### config.mk
export PLATFORM = sky130hd
export DESIGN_NAME = rfphoenix_valu_arbiter
export DESIGN_NICKNAME = d
export VERILOG_FILES = /design/src/rtl/rfphoenix_valu_arbiter_pkg.sv /design/src/rtl/rfphoenix_valu_arbiter_rr.sv /design/src/rtl/rfphoenix_valu_arbiter.sv
export SDC_FILE = /design/constraint.sdc
export NUM_CORES = 1
export LEC_CHECK = 0
export BUFFER_PORTS_ARGS = -buffer_cell sky130_fd_sc_hd__buf_2
export CORE_AREA = 2 2 262 264
export CTS_CLUSTER_DIAMETER = 120
export CTS_CLUSTER_SIZE = 28
export DETAILED_ROUTE_END_ITERATION = 16
export DIE_AREA = 0 0 264 266
export PLACE_DENSITY = 0.58
export SLEW_MARGIN = 15
export SYNTH_ARGS = -nofsm -noshare
export SYNTH_HDL_FRONTEND = slang
export SYNTH_SLANG_ARGS = --single-unit
### constraint.sdc
create_clock -name clk -period 7.25 [get_ports clk]
set_clock_uncertainty 0.1 [all_clocks]
set_input_delay 1.45 -clock clk [delete_from_list [all_inputs] [get_ports clk]]
set_output_delay 1.45 -clock clk [all_outputs]
set_load 0.02 [all_outputs]
### src/rtl/rfphoenix_valu_arbiter_pkg.sv
// Shared types and defaults for the vector-ALU arbiter: precision and vector
// value types, FSM state encoding and the in-flight pipeline entry.
package rfPhoenixPkg;

  localparam int VALU_NREQ   = 4;
  localparam int VALU_LAT    = 3;
  localparam int VALU_LANES  = 4;
  localparam int VALU_LANE_W = 32;
  // Wide enough for any practical requester count; upper bits stay zero.
  localparam int VALU_IDX_W  = 8;

  typedef logic [1:0] prec_t;
  typedef logic [VALU_LANES-1:0][VALU_LANE_W-1:0] vector_value_t;

  typedef enum logic [1:0] {
    RUN   = 2'd0,
    DRAIN = 2'd1,
    HALT  = 2'd2
  } valu_state_t;

  typedef struct packed {
    logic                  v;
    logic [VALU_IDX_W-1:0] idx;
  } valu_inflight_t;

endpackage

### src/rtl/rfphoenix_valu_arbiter_rr.sv
// Round-robin search: the first eligible requester after ptr (wrapping) wins.
module rfphoenix_rr_arbiter #(
  parameter int NREQ = 4,
  localparam int SELW = (NREQ > 1) ? $clog2(NREQ) : 1
) (
  input  logic [NREQ-1:0] eligible,
  input  logic [SELW-1:0] ptr,
  output logic [NREQ-1:0] grant
);

  logic [SELW-1:0] cand_idx;

  // Walk from the farthest candidate back to ptr+1 so the nearest one wins.
  always_comb begin
    grant    = '0;
    cand_idx = '0;
    for (int k = NREQ; k >= 1; k--) begin
      cand_idx = SELW'((int'(ptr) + k) % NREQ);
      if (eligible[cand_idx]) begin
        grant           = '0;
        grant[cand_idx] = 1'b1;
      end
    end
  end

endmodule

### src/rtl/rfphoenix_valu_arbiter.sv
// Shares one fixed-latency vector ALU among NREQ requesters with per-requester
// result slots and a drain/halt handshake. Define RFPHOENIX_VALU_PRIO_EN to give
// requester 0 absolute priority over the round-robin order.
module rfphoenix_valu_arbiter
  import rfPhoenixPkg::*;
#(
  parameter int NREQ = VALU_NREQ,
  parameter int LAT  = VALU_LAT,
  localparam int SELW = (NREQ > 1) ? $clog2(NREQ) : 1
) (
  input  logic                       clk,
  input  logic                       rst_n,
  input  logic          [NREQ-1:0]   req_valid,
  input  prec_t         [NREQ-1:0]   req_prc,
  output logic          [NREQ-1:0]   req_ready,
  output logic                       alu_issue,
  output logic          [SELW-1:0]   alu_sel,
  output prec_t                      alu_prc,
  input  vector_value_t              alu_o,
  output logic          [NREQ-1:0]   rsp_valid,
  input  logic          [NREQ-1:0]   rsp_ready,
  output vector_value_t [NREQ-1:0]   rsp_data,
  input  logic                       drain_req,
  output logic                       drain_ack,
  output logic                       busy,
  output valu_state_t                dbg_state
);

  // Handshake: a request transfers in the cycle req_valid[i] && req_ready[i];
  // a result slot empties in the cycle rsp_valid[i] && rsp_ready[i].

  valu_state_t                state_q, state_d;
  logic          [SELW-1:0]   ptr_q, ptr_d;
  valu_inflight_t [LAT-1:0]   infl_q, infl_d;
  logic          [NREQ-1:0]   rsp_valid_q, rsp_valid_d;
  vector_value_t [NREQ-1:0]   rsp_data_q, rsp_data_d;

  logic [NREQ-1:0] pending;
  logic [NREQ-1:0] eligible;
  logic [NREQ-1:0] rr_grant;
  logic [NREQ-1:0] grant;
  logic            ptr_upd;

  always_comb begin
    pending = '0;
    busy    = 1'b0;
    for (int s = 0; s < LAT; s++) begin
      if (infl_q[s].v) busy = 1'b1;
      for (int i = 0; i < NREQ; i++) begin
        if (infl_q[s].v && (infl_q[s].idx == VALU_IDX_W'(i))) pending[i] = 1'b1;
      end
    end
  end

  // drain_req blocks grants in the very cycle it is first seen in RUN.
  always_comb begin
    eligible = '0;
    if ((state_q == RUN) && !drain_req) eligible = req_valid & ~pending & ~rsp_valid_q;
  end

  rfphoenix_rr_arbiter #(.NREQ(NREQ)) u_rr (
    .eligible (eligible),
    .ptr      (ptr_q),
    .grant    (rr_grant)
  );

  always_comb begin
    grant   = rr_grant;
    ptr_upd = 1'b1;
`ifdef RFPHOENIX_VALU_PRIO_EN
    if (eligible[0]) begin
      grant   = NREQ'(1);
      ptr_upd = 1'b0;
    end
`endif
  end

  always_comb begin
    req_ready = grant;
    alu_issue = |grant;
    alu_sel   = '0;
    for (int i = 0; i < NREQ; i++) begin
      if (grant[i]) alu_sel = SELW'(i);
    end
    alu_prc = alu_issue ? req_prc[alu_sel] : '0;
    ptr_d   = (alu_issue && ptr_upd) ? alu_sel : ptr_q;
  end

  always_comb begin
    infl_d        = '0;
    infl_d[0].v   = alu_issue;
    infl_d[0].idx = VALU_IDX_W'(alu_sel);
    for (int s = 1; s < LAT; s++) infl_d[s] = infl_q[s-1];
  end

  // One outstanding op per requester means capture and pop never share a slot.
  always_comb begin
    rsp_valid_d = rsp_valid_q & ~rsp_ready;
    rsp_data_d  = rsp_data_q;
    for (int i = 0; i < NREQ; i++) begin
      if (infl_q[LAT-1].v && (infl_q[LAT-1].idx == VALU_IDX_W'(i))) begin
        rsp_valid_d[i] = 1'b1;
        rsp_data_d[i]  = alu_o;
      end
    end
  end

  always_ff @(posedge clk or negedge rst_n) begin
    if (!rst_n) begin
      ptr_q       <= SELW'(NREQ - 1);
      infl_q      <= '0;
      rsp_valid_q <= '0;
      rsp_data_q  <= '0;
    end else begin
      ptr_q       <= ptr_d;
      infl_q      <= infl_d;
      rsp_valid_q <= rsp_valid_d;
      rsp_data_q  <= rsp_data_d;
    end
  end

  assign rsp_valid = rsp_valid_q;
  assign rsp_data  = rsp_data_q;

  always_ff @(posedge clk or negedge rst_n) begin
    if (!rst_n) state_q <= RUN;
    else        state_q <= state_d;
  end

  // Dropping drain_req wins over reaching empty, so DRAIN can return to RUN.
  always_comb begin
    state_d = state_q;
    case (state_q)
      RUN:     if (drain_req) state_d = DRAIN;
      DRAIN:   if (!drain_req) state_d = RUN;
               else if (!busy) state_d = HALT;
      HALT:    if (!drain_req) state_d = RUN;
      default: state_d = RUN;
    endcase
  end

  always_comb begin
    drain_ack = (state_q == HALT);
    dbg_state = state_q;
  end

endmodule

# [Yosys cells after proc, flatten, opt, wreduce, memory -nomap -nowiden]
# Cells that the tools add are included.
[word_totals] register_bits=529 latchBits=0 ram_bits=0 mem_bits_ro=0 out_inout_bits=529 wordCells=133 memories=0
[op_classes] addsub=4 mul=0 div=0 order_cmp=9 eq_ne=14 shifts=0 muxes=51 bitwise=6 n_reduce_logical=24
[op_table] cell="$mux 1" n=28
[op_table] cell="$logic_not 8->1" n=3
[op_table] cell="$mux 4" n=5
[op_table] cell="$logic_and 1x1->1" n=17
[op_table] cell="$mux 2" n=8
[op_table] cell="$lt 2x3->1 const B" n=5
[op_table] cell="$eq 2x2->1 const B" n=7
[op_table] cell="$and 4x4->4" n=3
[op_table] cell="$not 4->4" n=3
[op_table] cell="$bmux 1 s2" n=4
[op_table] cell="$demux 1 s2" n=4
[op_table] cell="$eq 2x1->1 const B" n=4
[op_table] cell="$ge 2x1->1 const B" n=4
[op_table] cell="$pmux 2 s3" n=1
[op_table] cell="$add 2x1->2 const B" n=2
[op_table] cell="$add 2x2->2 const B" n=2
[op_table] cell="$bmux 2 s2" n=1
[op_table] cell="$ne 2x2->1 const B" n=2
[op_table] cell="$reduce_or 4->1" n=1
[op_table] cell="$ne 3x3->1 const B" n=1
[op_table] cell="$reduce_and 3->1" n=1
[op_table] cell="$logic_not 2->1" n=1
[op_table] cell="$logic_not 1->1" n=1

# [Logic depth before layout (Yosys ltp)]
[logic_depth] ltp_word=21 ltp_mapped=11

# [Cells and area by module]
# A second synthesis with hierarchy kept.
[unflattened] cells_unflattened=1202 hier_area_um2=20061.7
[by_module_without_submodules] mod="rfphoenix_valu_arbiter" instances=1 cells_each=1158 area_each_um2=19672.6 seq_area_each_um2=13240.2
[by_module_without_submodules] mod="rfphoenix_rr_arbiter" instances=1 cells_each=44 area_each_um2=389.1 seq_area_each_um2=0.0

# [Worst setup path before layout]
# No wires, ideal clock.
[synth_path] path_type="input to output" from="input req_valid[3]" to="output alu_prc[0]" arrival_time_ns=3.596 setup_slack_ns=2.104 stages=7 n_path_buf=0 cell_sequence="nor2b_1 and4_1 a221o_1 a2111o_1 a311oi_4 nor2_2 a31oi_1"
[synth_between] word_cells_on_any_way=22 cone_classes="mux (19); bitwise (2); reduce/logical (1)"
[synth_rtl] element="start, declared" line="rfphoenix_valu_arbiter.sv:13" text="input logic [NREQ-1:0] req_valid,"
[synth_rtl] element="$and 4x4->4 * (2 in series)" line="rfphoenix_valu_arbiter.sv:58" text="if ((state_q == RUN) && !drain_req) eligible = req_valid & ~pending & ~rsp_valid_q;"
[synth_rtl] element="$mux 4 *" line="rfphoenix_valu_arbiter.sv:58"
[synth_rtl] element="$bmux 1 s2" line="rfphoenix_valu_arbiter_rr.sv:19" text="if (eligible[cand_idx]) begin"
[synth_rtl] element="$mux 1 (not written as such)" line="rfphoenix_valu_arbiter_rr.sv:19"
[synth_rtl] element="$mux 4 (3 in series)" line="rfphoenix_valu_arbiter_rr.sv:19"
[synth_rtl] element="$mux 4 *" line="rfphoenix_valu_arbiter_rr.sv:19"
[synth_rtl] element="net req_ready[2]" line="rfphoenix_valu_arbiter.sv:15" text="output logic [NREQ-1:0] req_ready,"
[synth_rtl] element="$mux 2 (2 in series)" line="rfphoenix_valu_arbiter.sv:83" text="if (grant[i]) alu_sel = SELW'(i);"
[synth_rtl] element="$bmux 2 s2" line="rfphoenix_valu_arbiter.sv:85" text="alu_prc = alu_issue ? req_prc[alu_sel] : '0;"
[synth_rtl] element="$mux 2 (not written as such)" line="rfphoenix_valu_arbiter.sv:85"
[synth_rtl] element="$mux 2 *" line="rfphoenix_valu_arbiter.sv:85"
[synth_rtl] element="end, declared" line="rfphoenix_valu_arbiter.sv:18" text="output prec_t alu_prc,"
# Mark *: on every way through the listed nets, which the timed path passes. The rest lies on a longest branch. The select of a mux whose other input is x is not followed.

# [Final worst setup path]
[layout_path] from="input req_valid[3]" to="output alu_issue"
[layout_between] elab_chain_cells=10 word_cells_on_any_way=16 cone_classes="mux (13); bitwise (2); reduce/logical (1)"
[layout_lines] element="$and 4x4->4 * (2 in series)" line="rfphoenix_valu_arbiter.sv:58"
[layout_lines] element="$mux 4 *" line="rfphoenix_valu_arbiter.sv:58"
[layout_lines] element="$bmux 1 s2" line="rfphoenix_valu_arbiter_rr.sv:19"
[layout_lines] element="$mux 1 (not written as such)" line="rfphoenix_valu_arbiter_rr.sv:19"
[layout_lines] element="$mux 4 (3 in series)" line="rfphoenix_valu_arbiter_rr.sv:19"
[layout_lines] element="$mux 4 *" line="rfphoenix_valu_arbiter_rr.sv:19"
[layout_lines] element="$reduce_or 4->1 *" line="rfphoenix_valu_arbiter.sv:80" text="alu_issue = |grant;"
[layout_lines] element="end, declared" line="rfphoenix_valu_arbiter.sv:16" text="output logic alu_issue,"
# Every way passes the cells marked *; elsewhere a longest branch is shown, timed or not. The select of a mux whose other input is x is not followed.

==> impl_results.md <==
- Most used cell, CP: buf_2
- Tot GR Track Use: 15.3%
- Hold/Removal Path Class: reg2reg
- Fin crit share: 77.5%
- Static leakage: 11.6 nW
- Metal2 WL: 28800 um
- Synth area leader: dfrtp_1
- Fillers: 6582
- Placed inst area: 24300 um2
- Vias in the first global route: 13.3k
- Ports: 676
- Vias: 12.6k
- Req. time, crit path: 5700 ps
- Max FO, Critical Path: 6
- Sequential share of the synthesized area: 66.4%
- Port Buf Inserts: 675
- CP endpoint kind: output port
- Pint: 8.18 mW
- Post-Route Setup TNS: 0 ps
- Top sig layer: met5
- Post-cts resize count: 0
- Status: completed
- Dominant synthesized flop cell: dfrtp_1
- Die Height: 266 um
- Worst r2r src: infl_q[19]
- Vias/cell: 4.60
- Fraction of registers with async set/reset: 100%
- Worst path top cell family by delay: compound AO/OA/AOI/OAI gates
- CTS tree: done
- Post-Route WL: 56100 um
- Total gr overflow: 0
- Clk buf depth: 3
- Multi-input logic area: 6430 um2
- Final Hold Fails: 0
- Sw Share: 42.9%
- Layout cells sized above 1: 66.8%
- Max stage delay on crit path: 640 ps
- Total number of yosys warnings: 0
- Core Region: 67700 um2
- FF+latch count, synth: 529
- Combinational fraction of design power: 52.7%
- HPWL after DPL: 39200 um
- Period minus WS final: 5620 ps
- Storage element area: 13200 um2
- Maximum Capacitance Violations: 0
- Master of the slowest instance on the critical path: a221oi_1
- R2R setup slack: 3780 ps
- VDD IR max: 0.286 mV
- TritonCTS Sinks: 529
- Post-synth EDFFs: 0
- Slew Limit Headroom: 23.2%
- Remaining DRCs: 0
- Arrival @ worst endpoint: 4070 ps
- CTS clk-pin slew, worst paths: 110 ps
- Final setup viols: 0
- Met3 routed WL: 3700 um
- Hold worst-path end: infl_q[18]
- Cell area after synthesis: 19900 um2
- Post-CTS Setup Inserts: 0
- Commonest cells in the netlist: dfrtp_1 (527), mux2_2 (512), clkbuf_1 (50)
- Initial Utilization: 29.4%
- Yosys top cell area share: 66.2%
- CTS Root Cell: clkbuf_16
- Antenna-violating nets left: 0
- Most common cell in the netlist: dfrtp_1
- Clk_lat worst skew: 580 ps
- Area Growth Syn to Fin: 25.4%
- Cts bufs inserted: 23
- # H-tree levels: 1
- Final Wtd Congestion: 0.861
- Fmax: 178 MHz
- Row cnt: 96
- Clk pwr share: 10.7%
- Initial antenna violation count: 3
- RSZ-0062 raised after global routing: no
- Die area: 70200 um2
- Syn Area/Cell: 16.7 um2
- Max-slew violations: 0
- First-pass GRT wire length: 84200 um
- Synth top area cells: dfrtp_1 (66%), mux2_2 (29%), clkbuf_1 (0.94%)
- Hold-fix buffers, CTS: 0
- Sequential power share: 36.6%
- Tightest Pin Transition: 1150 ps
- CP Class: in2out
- CP cell instances: buf_2 -> nor2b_1 -> and4_1 -> a221oi_1 -> o2bb2ai_1 -> a221o_1 -> o221a_2 -> nor2_2 -> nand3b_1 -> buf_2
- Yosys cell types: 42
- P_sw: 6.14 mW
- Mapped Nets: 1342
- Drt wl/cell: 20.5 um
- Final Cell Area: 25000 um2
- Cells on worst reg2reg path: 8
- Largest net degree at the start of global routing: 175
- Met1 Wirelength: 22100 um
- Hold path cells: 0
- FF-to-FF End: infl_d[17]
- Final #Nets: 1993
- Die Wd: 264 um
- DRT Pass-1 Iters: 4
- Pwr Density: 573 nW/um2
- Synth Instances: 1191
- Worst Setup Start Kind: input port
- Min-delay src: infl_d[18]
- CP Buf/Inv Count: 2
- Iteration-0 DRC Markers: 541
## final cells by class
class,count,area share [%]
antenna,1,0.0100
clock buffer,30,2.41
clock inverter,3,0.145
inverter,13,0.195
multi-input combinational,590,25.7
sequential,529,53.0
tap,882,4.42
timing repair buffer,685,14.1
## through the flow
step                      cells  total power [mW]  setup slack [ps]  hold slack, ps  utilization (%)
after global routing       2733              15.1              1420             382             36.9
after detailed placement   2699              13.0              1550             346             35.9
after global placement     2699              12.8              1650             319             35.9
after CTS                  2732              14.5              1560             372             36.9
after floorplan            1191              10.1              2100             306                -
final                      2733              14.3              1630             366             36.9
## worst max path at each step
stage | cells after the start | from | end
floorplan | 7 | req_valid[3] | alu_prc[0]
global placement | 9 | req_valid[1] | alu_issue
detailed placement | 9 | req_valid[3] | alu_issue
CTS | 9 | req_valid[3] | alu_issue
global route | 10 | req_valid[1] | alu_issue
finish | 10 | req_valid[3] | alu_issue
## cells by family after synthesis
logic type | Yosys count | share of synthesized area, %
AO/OA/AOI/OAI | 31 | 1.48
adder cells (fa/ha/maj) | 4 | 0.251
buffers and inverters | 72 | 1.41
flip-flops | 529 | 66.4
multiplexers | 514 | 29.0
AND/OR/NAND/NOR | 41 | 1.39
## flip-flops by register name, summed over array words and instances, names as in the netlist
signal,cells
dbg_state,2
infl_d,6
infl_q,3
ptr_q,2
rsp_data,512
rsp_valid,4
## layer usage
| metal | up-vias | GRT usage [%] |
|---|---|---|
| li1 | 5527 | - |
| met1 | 6579 | 18.5 |
| met2 | 391 | 27.2 |
| met3 | 66 | 3.53 |
| met4 | 2 | 4.19 |
| met5 | - | 0 |
## power groups by stage
stage | registers (mW) | logic (mW) | clock network, mW
final | 5.25 | 7.55 | 1.53
after global routing | 5.44 | 7.96 | 1.72
after detailed placement | 5.31 | 7.65 | 0
after global placement | 5.23 | 7.55 | 0
after floorplan | 7.11 | 3.04 | 0
after CTS | 5.26 | 7.66 | 1.60
## layout by cell type, fill, tap and decap left out, types with 7 or more instances in the layout
cell type | netlist | layout
buf_2 | 0 | 674
clkbuf_1 | 50 | 7
nand3b_1 | 7 | 7
clkbuf_16 | 0 | 23
dfrtp_1 | 527 | 527
inv_1 | 12 | 12
mux2_2 | 512 | 512
a221o_1 | 7 | 7
(Power assumes the default switching activity.)
